File: src/rtl/fb_write_arbiter_if.sv
// Framebuffer write-arbiter bundle: clear control, two player write requests,
// and the registered RAM write port.
interface fb_write_arbiter_if;
  logic        clear_req;
  logic        clear_busy;
  logic        p1_valid;
  logic [18:0] p1_addr;
  logic [7:0]  p1_data;
  logic        p1_ready;
  logic        p2_valid;
  logic [18:0] p2_addr;
  logic [7:0]  p2_data;
  logic        p2_ready;
  logic [18:0] wraddress;
  logic [7:0]  data;
  logic        wren;
  logic [1:0]  grant;
  logic        addr_err;

  modport master (
    output clear_req, p1_valid, p1_addr, p1_data, p2_valid, p2_addr, p2_data,
    input  clear_busy, p1_ready, p2_ready, wraddress, data, wren, grant, addr_err
  );

  modport slave (
    input  clear_req, p1_valid, p1_addr, p1_data, p2_valid, p2_addr, p2_data,
    output clear_busy, p1_ready, p2_ready, wraddress, data, wren, grant, addr_err
  );
endinterface

File: src/rtl/fb_write_arbiter.sv
// Framebuffer write arbiter: round-robin between two players, with a full
// clear sweep on request and automatically after reset.
module fb_write_arbiter #(
  parameter int unsigned FB_SIZE    = 307200,
  parameter logic [7:0]  CLEAR_DATA = 8'h00
) (
  input logic CLOCK_50,
  input logic reset,
  fb_write_arbiter_if.slave bus
);

  localparam logic [0:0]  ST_RUN   = 1'b0;
  localparam logic [0:0]  ST_CLEAR = 1'b1;
  localparam logic [19:0] FB_LIMIT = 20'(FB_SIZE);
  localparam logic [18:0] LAST_IDX = 19'(FB_SIZE - 1);

  logic [0:0]  state;
  logic [18:0] counter;
  logic        favour_p2;
  logic        run_ok;
  logic        p1_take;
  logic        p2_take;

  always_comb begin
    run_ok  = 1'b0;
    p1_take = 1'b0;
    p2_take = 1'b0;
    run_ok  = !reset && (state == ST_RUN) && !bus.clear_req;
    p1_take = run_ok && bus.p1_valid && (!bus.p2_valid || !favour_p2);
    p2_take = run_ok && bus.p2_valid && (!bus.p1_valid ||  favour_p2);
  end

  assign bus.p1_ready   = p1_take;
  assign bus.p2_ready   = p2_take;
  assign bus.clear_busy = (state == ST_CLEAR);

  always_ff @(posedge CLOCK_50) begin
    if (reset) begin
      state         <= ST_CLEAR;
      counter       <= '0;
      favour_p2     <= 1'b0;
      bus.wren      <= 1'b0;
      bus.wraddress <= '0;
      bus.data      <= '0;
      bus.grant     <= 2'b00;
      bus.addr_err  <= 1'b0;
    end else begin
      case (state)
        ST_CLEAR: begin
          bus.wraddress <= counter;
          bus.data      <= CLEAR_DATA;
          bus.wren      <= 1'b1;
          bus.grant     <= 2'b11;
          bus.addr_err  <= 1'b0;
          // Counter parks on the last index so it never exceeds FB_SIZE-1.
          if (counter == LAST_IDX) begin
            state <= ST_RUN;
          end else begin
            counter <= counter + 19'd1;
          end
        end
        default: begin
          if (bus.clear_req) begin
            state        <= ST_CLEAR;
            counter      <= '0;
            bus.wren     <= 1'b0;
            bus.grant    <= 2'b00;
            bus.addr_err <= 1'b0;
          end else if (p1_take) begin
            favour_p2 <= 1'b1;
            if ({1'b0, bus.p1_addr} < FB_LIMIT) begin
              bus.wren      <= 1'b1;
              bus.wraddress <= bus.p1_addr;
              bus.data      <= bus.p1_data;
              bus.grant     <= 2'b01;
            end else begin
              bus.wren     <= 1'b0;
              bus.grant    <= 2'b00;
              bus.addr_err <= 1'b1;
            end
          end else if (p2_take) begin
            favour_p2 <= 1'b0;
            if ({1'b0, bus.p2_addr} < FB_LIMIT) begin
              bus.wren      <= 1'b1;
              bus.wraddress <= bus.p2_addr;
              bus.data      <= bus.p2_data;
              bus.grant     <= 2'b10;
            end else begin
              bus.wren     <= 1'b0;
              bus.grant    <= 2'b00;
              bus.addr_err <= 1'b1;
            end
          end else begin
            bus.wren  <= 1'b0;
            bus.grant <= 2'b00;
          end
        end
      endcase
    end
  end

endmodule

File: src/flat_wrapper.sv
// flat-port wrapper written by rule: the top's interface ports become plain ports
module fb_write_arbiter_flat 
#(
  parameter int unsigned FB_SIZE    = 307200,
  parameter logic [7:0]  CLEAR_DATA = 8'h00
)
  (CLOCK_50, reset, bus_clear_req, bus_p1_valid, bus_p1_addr, bus_p1_data, bus_p2_valid, bus_p2_addr, bus_p2_data, bus_clear_busy, bus_p1_ready, bus_p2_ready, bus_wraddress, bus_data, bus_wren, bus_grant, bus_addr_err);
  fb_write_arbiter_if bus_i ();
  input logic CLOCK_50;
  input logic reset;
  input wire logic [$bits(bus_i.clear_req)-1:0] bus_clear_req;
  input wire logic [$bits(bus_i.p1_valid)-1:0] bus_p1_valid;
  input wire logic [$bits(bus_i.p1_addr)-1:0] bus_p1_addr;
  input wire logic [$bits(bus_i.p1_data)-1:0] bus_p1_data;
  input wire logic [$bits(bus_i.p2_valid)-1:0] bus_p2_valid;
  input wire logic [$bits(bus_i.p2_addr)-1:0] bus_p2_addr;
  input wire logic [$bits(bus_i.p2_data)-1:0] bus_p2_data;
  output wire logic [$bits(bus_i.clear_busy)-1:0] bus_clear_busy;
  output wire logic [$bits(bus_i.p1_ready)-1:0] bus_p1_ready;
  output wire logic [$bits(bus_i.p2_ready)-1:0] bus_p2_ready;
  output wire logic [$bits(bus_i.wraddress)-1:0] bus_wraddress;
  output wire logic [$bits(bus_i.data)-1:0] bus_data;
  output wire logic [$bits(bus_i.wren)-1:0] bus_wren;
  output wire logic [$bits(bus_i.grant)-1:0] bus_grant;
  output wire logic [$bits(bus_i.addr_err)-1:0] bus_addr_err;
  assign bus_i.clear_req = bus_clear_req;
  assign bus_i.p1_valid = bus_p1_valid;
  assign bus_i.p1_addr = bus_p1_addr;
  assign bus_i.p1_data = bus_p1_data;
  assign bus_i.p2_valid = bus_p2_valid;
  assign bus_i.p2_addr = bus_p2_addr;
  assign bus_i.p2_data = bus_p2_data;
  assign bus_clear_busy = bus_i.clear_busy;
  assign bus_p1_ready = bus_i.p1_ready;
  assign bus_p2_ready = bus_i.p2_ready;
  assign bus_wraddress = bus_i.wraddress;
  assign bus_data = bus_i.data;
  assign bus_wren = bus_i.wren;
  assign bus_grant = bus_i.grant;
  assign bus_addr_err = bus_i.addr_err;
  fb_write_arbiter #(.FB_SIZE(FB_SIZE), .CLEAR_DATA(CLEAR_DATA)) u_core (.CLOCK_50(CLOCK_50), .reset(reset), .bus(bus_i));
endmodule
File: config.mk
export PLATFORM = sky130hd
export DESIGN_NAME = fb_write_arbiter_flat
export DESIGN_NICKNAME = d
export VERILOG_FILES = /design/src/rtl/fb_write_arbiter_if.sv /design/src/rtl/fb_write_arbiter.sv /design/src/flat_wrapper.sv
export SDC_FILE = /design/constraint.sdc
export NUM_CORES = 1
export LEC_CHECK = 0
export BUFFER_PORTS_ARGS = -buffer_cell sky130_fd_sc_hd__buf_2
export CAP_MARGIN = 20
export CORE_ASPECT_RATIO = 1.75
export CORE_UTILIZATION = 30
export DETAILED_ROUTE_END_ITERATION = 12
export SLEW_MARGIN = 20
export SYNTH_ARGS = -nofsm -noshare
export SYNTH_HDL_FRONTEND = slang
export SYNTH_SLANG_ARGS = --single-unit
export TNS_END_PERCENT = 10
File: constraint.sdc
create_clock -name CLOCK_50 -period 2.1 [get_ports CLOCK_50]
set_input_delay 0.315 -clock CLOCK_50 [delete_from_list [all_inputs] [get_ports CLOCK_50]]
set_output_delay 0.315 -clock CLOCK_50 [all_outputs]
set_load 0.05 [all_outputs]
# Word level (Yosys, flattened, before mapping)
# Index checks and enable logic that the tools add are counted.
dict set report classes {
  addsub 1
  order_cmp 2
  eq_ne 7
  reduce_logical 25
  bitwise_logic 2
  mux 34
}
# op n
set op_table {}
lappend op_table {{$mux W19} 9}
lappend op_table {{$lt A19 B19 Y1 const B} 2}
lappend op_table {{$mux W8} 4}
lappend op_table {{$add A19 B1 Y19 const B} 1}
lappend op_table {{$eq A19 B19 Y1 const B} 1}
lappend op_table {{$mux W1} 16}
lappend op_table {{$mux W2} 5}
lappend op_table {{$reduce_and A4 Y1} 2}
lappend op_table {{$logic_and A1 B1 Y1} 6}
lappend op_table {{$ne A2 B2 Y1 const B} 3}
lappend op_table {{$reduce_and A3 Y1} 2}
lappend op_table {{$reduce_bool A2 Y1} 3}
lappend op_table {{$reduce_bool A3 Y1} 2}
lappend op_table {{$logic_not A1 Y1} 5}
lappend op_table {{$ne A2 B1 Y1 const B} 2}
lappend op_table {{$ne A3 B1 Y1 const B} 1}
lappend op_table {{$reduce_or A3 Y1} 1}
lappend op_table {{$logic_or A1 B1 Y1} 2}
lappend op_table {{$not A1 Y1} 2}
lappend op_table {{$reduce_and A2 Y1} 1}
lappend op_table {{$reduce_or A2 Y1} 1}
dict set report word_totals {
  elab_cells 79
  input_bits 59
  regBits 52
}

# Longest topological paths before layout
# Gate-level depths: netlist (run 1).
dict set report logic_depth {
  word_depth 9
  mapped_depth 9
}

# Worst setup path before layout (run 1)
# No wires, ideal clock.
dict set report synth_timing {
  path_kind {flip-flop to flip-flop}
  startpoint {register u_core.state (netlist: u_core.bus.clear_busy)}
  endpoint {register u_core.bus.wraddress[15]}
  synth_period_minus_slack_ns 2.375
  setup_slack_ns -0.275
  arrival_ns 2.237
  stages_incl_launch_ff 9
  required_time_ns 1.962
  path_cell_list {dfxtp_1 > buf_2 > nor3_1 > nand3_1 > inv_1 > a22o_1 > buf_2 > buf_1 > o221ai_1}
}
# element line
set synth_rtl {}
lappend synth_rtl {{start, declared} fb_write_arbiter.sv:17} ;# logic [0:0] state;
lappend synth_rtl {{start signal, assigned} fb_write_arbiter.sv:39} ;# state <= ST_CLEAR;
lappend synth_rtl {{start signal, assigned} fb_write_arbiter.sv:57} ;# state <= ST_RUN;
lappend synth_rtl {{start signal, assigned} fb_write_arbiter.sv:64} ;# state <= ST_CLEAR;
lappend synth_rtl {{$not A1 Y1 (no line)} n/a}
lappend synth_rtl {{$logic_and A1 B1 Y1 (2 in series)} fb_write_arbiter.sv:28} ;# run_ok = !reset && (state == ST_RUN) && !bus.clear_req;
lappend synth_rtl {{$logic_and A1 B1 Y1 (2 in series)} fb_write_arbiter.sv:30} ;# p2_take = run_ok && bus.p2_valid && (!bus.p1_valid || favour_p2);
lappend synth_rtl {{via bus_p2_ready} flat_wrapper.sv:20} ;# output wire logic [$bits(bus_i.p2_ready)-1:0] bus_p2_ready;
lappend synth_rtl {{$reduce_bool A3 Y1 (no line)} n/a}
lappend synth_rtl {{$reduce_and A4 Y1 (no line)} n/a}
lappend synth_rtl {{end signal, assigned} fb_write_arbiter.sv:50} ;# bus.wraddress <= counter;
lappend synth_rtl {{end signal, assigned} fb_write_arbiter.sv:73} ;# bus.wraddress <= bus.p1_addr;
lappend synth_rtl {{end signal, assigned} fb_write_arbiter.sv:85} ;# bus.wraddress <= bus.p2_addr;
lappend synth_rtl {{end, declared} fb_write_arbiter_if.sv:27} ;# output clear_busy, p1_ready, p2_ready, wraddress, data, wren, grant, addr_err
# The timed path passes the listed nets, and every way through them passes these cells. The select of a mux whose other input is x is not followed.
# A chain may end at the register's enable or synchronous reset.

# Worst setup path in the final report (run 1)
dict set report layout_timing {
  startpoint {register u_core.counter[15]}
  endpoint {register u_core.counter[0]}
}
dict set report layout_between {
  elab_chain_cells 3
}
# element line
set layout_rtl {}
lappend layout_rtl {{start, declared} fb_write_arbiter.sv:18} ;# logic [18:0] counter;
lappend layout_rtl {{start signal, assigned} fb_write_arbiter.sv:59} ;# counter <= counter + 19'd1;
lappend layout_rtl {{$eq A19 B19 Y1} fb_write_arbiter.sv:56} ;# if (counter == LAST_IDX) begin
lappend layout_rtl {{$ne A2 B2 Y1 (no line)} n/a}
lappend layout_rtl {{$reduce_and A2 Y1 (no line)} n/a}
# Every way passes these cells.

==> reports/metrics.yaml, run 1 <==
status: "finished clean"
fin_worst_skew_ps: 3.86
grt_max_degree: 51
drtPass1Iterations: 4
synth_fp_nets: 368
timing.fmax_ghz: 0.520
min_period_ps: 1920
layout-drive-gt1-share: 0.361
globalplace.congestion: 0.840
final_cell_mix: "buf_2, dfxtp_1, nand2_1"
worstPathRequired_ps: 2290
grt_usage: 0.162
tns_ps: 0
slew_headroom: 0.718
synth_enable_flop_cells: 0
routed-via-count: 2644
pin_count: 93
syn_avg_cell_area_um2: 8.73
first_global_vias: 2577
max_stage_delay_ps: 570
synth_flop_cell: "dfxtp_1"
synth_seq_area_share: 0.387
cts_max_level: 2
crit_arrival_ps: 2110
synth_area_mm2: 0.00269
slew_viol_final: 0
clock_latency_ps: 290
drtIter0Drc: 117
synthArstFlopShare: 0
hold_viol: 0
fin_area_mm2: 0.00352
cts.path.max_buffers: 2
path_max_fanout: 6
synth_warnings: 0
setup_viol: 0
die_h_um: 127
route.detailed.drc: 0
numCtsBuffers: 5
ant_nets: 0
seq_area_mm2: 0.00104
start_util: 0.310
post_cts_buffers: 0
fin_util: 0.406
die_w_um: 73.6
grt_pass1_wl_um: 11800
path_class: "flop to flop"
worst_setup_path_start_kind: "flop"
setup_slack_ps: 177
ys_ff_latch: 52
syn_to_final_growth_pct: 31.1
drt-total-wl_um: 7270
clock-sinks: 52
globalRouteOverflowTotal: 0
powerDensity_mw_per_mm2: 565
grt_busiest_layer: "met2"
fin_nets: 466
postCtsHoldBufs: 0
clk_pin_slew_ps: 60
rsz0062_at_grt: "no"
antenna_found_initial: 0
synth_cell_types: 53
use_met3: 0.0229
finalPower_mw: 1.99
end_kind: "flop"
cts_tree: "yes"
die_area_mm2: 0.00936
period_share: 0.916
routed_via_density: 5.05
crit_path_top_delay_cell: "or4b_1"
diodes: 0
placed_area_mm2: 0.00337
std_cell_rows: 45
path_cells: "nand2b_1 > or4b_1 > o31a_1 > or3b_1 > o41ai_1"
wire_per_inst_um: 13.9
drv_cap: 0
dpl.hpwl_um: 5540
ir_drop_uv: 291
port_buffers: 92
clock-root-buffer: "clkbuf_16"
dp_slack_ps: 86.9
multi_input_area_mm2: 0.00153
use_met1: 0.177
hp-class: "input pin to flop"
met2_usage: 0.296
final_common_cell: "buf_2"
syn_inst: 308
worst_slew_pin_slew_ps: 423
nFillCells: 924
core_area_mm2: 0.00867
ctsResizeCount: 0
power.leakage_nw: 1.47
critical path: cells and delay by family (launching register included):
family / cells / cell delay [ps]
simple gates: 3 / 1020
flops: 1 / 410
compound gates: 2 / 380
path summary, 6_finish.rpt:
kind	start	to	slack [ps]	cells after the start
worst max-delay path	u_core.counter[15]	u_core.counter[0]	180	5
worst min-delay path	bus_p1_addr[0]	u_core.bus.wraddress[0]	370	4
worst max register to register	u_core.counter[15]	u_core.counter[0]	180	5
worst min register to register	u_core.bus.wraddress[14]	u_core.bus.wraddress[14]	450	2
state kept, by name, indices dropped and copies added (netlist names):
register	cells
u_core.bus.grant	2
u_core.bus.wren	1
u_core.bus.clear_busy	1
u_core.favour_p2	1
u_core.bus.wraddress	19
u_core.bus.data	8
u_core.bus.addr_err	1
u_core.counter	19
synthesized netlist by cell type (2+ instances only):
cell type	count	area (µm²)
dfxtp_1	52	1040
nand2_1	44	165
nor2_1	24	90.1
mux2_2	18	203
a21oi_1	12	60.1
nand3b_1	12	90.1
o221ai_1	12	105
clkbuf_1	11	41.3
o21ai_0	11	55.1
xor2_1	10	87.6
a2111oi_0	9	78.8
mux2i_1	9	90.1
nand3_1	9	45.0
buf_2	7	35.0
a22oi_1	5	37.5
nand2b_1	5	31.3
nor3_1	5	25.0
nand4_1	4	25.0
o2111ai_1	4	35.0
or3_1	4	25.0
and3_1	3	18.8
buf_1	3	11.3
a311oi_1	2	17.5
and4_1	2	17.5
inv_1	2	7.51
or2_2	2	12.5
metrics by stage:
step	std cells	hold WS (ps)
2_1_floorplan	308	457
3_3_place_gp	516	442
3_5_place_dp	516	446
4_1_cts	524	358
5_1_grt	524	381
6_report	524	366
cell families (layout without fill, tap and decap cells):
kind of cell	count (synthesis)	after routing	share of synthesized area
and+or+nand+nor	122	122	0.230
muxes	27	27	0.109
xor gates and xnor gates	10	10	0.0326
AOI/OAI and AO/OA	70	70	0.193
buffers and inverters	26	125	0.0438
DFF	52	52	0.387
adders and majority gates	1	1	0.00465
cell type report:
| type | instances | share of cell area |
|---|---|---|
| clock buffer | 8 | 0.0415 |
| tap | 117 | 0.0415 |
| inverter | 3 | 0.00426 |
| sequential | 52 | 0.296 |
| timing repair buffer | 114 | 0.181 |
| multi-input combinational | 230 | 0.435 |
per-layer routing:
metal	wire length, µm	up-vias
li1	-	1335
met1	2900	1242
met2	3970	57
met3	226	10
met4	172	0
met5	0	-
where the power goes:
| part | leakage, nW | switching, mW | internal (mW) |
|---|---|---|---|
| combinational | 0.982 | 0.0842 | 0.0815 |
| clock | 0.0712 | 0.344 | 0.476 |
| sequential | 0.421 | 0.0104 | 0.996 |
| total | 1.47 | 0.439 | 1.55 |
Note: power is estimated with default switching activity, not from simulation.
==> run 2, diff against run 1 <==
CORE_MARGIN = 5   (was not set)
CORE_UTILIZATION = 50   (was 30)
PLACE_DENSITY = 0.8   (was not set)
==> reports/metrics.yaml, run 2 (same netlist as run 1, synthesis figures left out) <==
antenna_found_initial: 0  # unchanged
die_w_um: 65.4  # -11%
finalPower_mw: 1.73  # -13%
grt_max_degree: 51  # unchanged
wire_per_inst_um: 15.4  # +11%
power.leakage_nw: 1.44  # -2.4%
setup_slack_ps: 186  # +8.83 ps
rsz0062_at_grt: "yes"
path_cells: "nand2b_1 > or4b_1 > o31a_1 > or3b_1 > o41ai_1"
rrSetupSlack_ps: 190  # about the same
fin_area_mm2: 0.00338  # -4.1%
fin_nets: 464  # -0.43%
status: "finished clean"
worst_setup_path_start_kind: "flop"
ir_drop_uv: 309  # +6.3%
routed_via_density: 5.85  # +16%
grt_pass1_wl_um: 11600  # -1.8%
min_to: "u_core.bus.data[2]"
final_common_cell: "buf_2"
max_stage_delay_ps: 560  # about the same
die_area_mm2: 0.00700  # -25%
port_buffers: 92  # unchanged
tns_ps: 0  # unchanged
route.detailed.drc: 0  # unchanged
min_period_ps: 1910  # -8.83 ps
final_cell_mix: "buf_2, dfxtp_1, nand2_1"
dpl.hpwl_um: 5380  # -2.8%
start_util: 0.511  # +0.201
holdWs_ps: 340  # -25.5 ps
grt_usage: 0.207  # +0.0447
worstReg2RegStart: "u_core.counter[14]"
routed-via-count: 2691  # +1.8%
drtPass1Iterations: 4  # unchanged
timing.fmax_ghz: 0.522  # +0.46%
critical_path.top_delay_family: "simple AND/OR/NAND/NOR gates"
clock_latency_ps: 310  # +20 ps
period_share: 0.911  # -0.00420
worst_slew_pin_slew_ps: 464  # +41.4 ps
setup_viol: 0  # unchanged
worstPathRequired_ps: 2320  # +30 ps
clock-root-buffer: "clkbuf_8"
numCtsBuffers: 5  # unchanged
crit_buf_inv: 0  # unchanged
globalRouteOverflowTotal: 0  # unchanged
dp_slack_ps: 91.7  # +4.79 ps
post-place-cells: 452  # -12%
path_class: "flop to flop"
syn_to_final_growth_pct: 25.7
placed_area_mm2: 0.00328  # -2.7%
fin_util: 0.643  # +0.237
pin_count: 93  # unchanged
min_from: "bus_p1_data[2]"
first_global_vias: 2542  # -1.4%
drtIter0Drc: 163  # +39%
layout-drive-gt1-share: 0.363  # +0.00178
powerDensity_mw_per_mm2: 510  # -9.7%
clock-sinks: 52  # unchanged
clk_pin_slew_ps: 90  # +30 ps
top_regs: "u_core.bus.wraddress x19, u_core.counter x19, u_core.bus.data x8"
diodes: 0  # unchanged
worstRegToRegCells: 5  # unchanged
final_cell_count_no_fill: 460  # -12%
ant_nets: 0  # unchanged
cts_max_level: 2  # unchanged
crit_path_top_delay_cell: "or4b_1"
hold_viol: 0  # unchanged
cts.path.max_buffers: 2  # unchanged
std_cell_rows: 35  # -22%
globalplace.congestion: 0.881  # +4.8%
core_area_mm2: 0.00526  # -39%
r2r-end: "u_core.counter[0]"
drv_cap: 0  # unchanged
path_max_fanout: 6  # unchanged
end_kind: "flop"
cts_tree: "yes"
crit_arrival_ps: 2130  # +20 ps
postCtsHoldBufs: 0  # unchanged
whs_path_depth: 3  # -1
fin_worst_skew_ps: 6.48  # +2.62 ps
hp-class: "input pin to flop"
slew_headroom: 0.691  # -0.0276
slew_viol_final: 0  # unchanged
die_h_um: 107  # -16%
drt-total-wl_um: 7060  # -2.9%
## run 2: worst max-delay path by stage
stage,to,startpoint,depth (start not counted)
final,u_core.counter[0],u_core.counter[14],5
after global routing,u_core.bus.wraddress[9],u_core.bus.clear_busy,7
after CTS,u_core.bus.wraddress[13],u_core.bus.clear_busy,6
after detailed placement,u_core.bus.data[3],bus_clear_req,8
after global placement,u_core.counter[5],u_core.counter[14],7
after floorplan,u_core.bus.wraddress[13],u_core.bus.clear_busy,7
## run 2: cell type report
cell class | count | area [µm²]
clock buffers | 7 | 76.3
clock inverters | 1 | 5.00
fillers | 454 | 1880
inverters | 3 | 15.0
multi-input cells | 230 | 1550
flip-flops and latches | 52 | 1040
well taps | 55 | 68.8
repair buffers | 112 | 623
## run 2: report_power, final
part           switching, mW  internal (mW)  leakage (nW)
clock network          0.320          0.235        0.0422
logic                 0.0842         0.0815         0.976
registers            0.00975          0.995         0.421
total                  0.414           1.31          1.44
## run 2: what timing repair did
action,in CTS,in global routing
buffers inserted,0,0
hold endpoints to repair,0,0
gates resized for setup,0,4
setup endpoints to repair,0,11
## run 2: metal layers
metal / GRT usage / share of wire / up-vias
met4: 0.0905 / 0.028 / 0
met5: 0 / 0 / -
li1: - / - / 1341
met1: 0.237 / 0.38 / 1257
met3: 0.0440 / 0.058 / 17
met2: 0.360 / 0.53 / 76
## run 2: tightest hold or removal path, cell delays in order
cell and delay (ps):
buf_2 100, mux2i_1 100, a2111oi_0 90
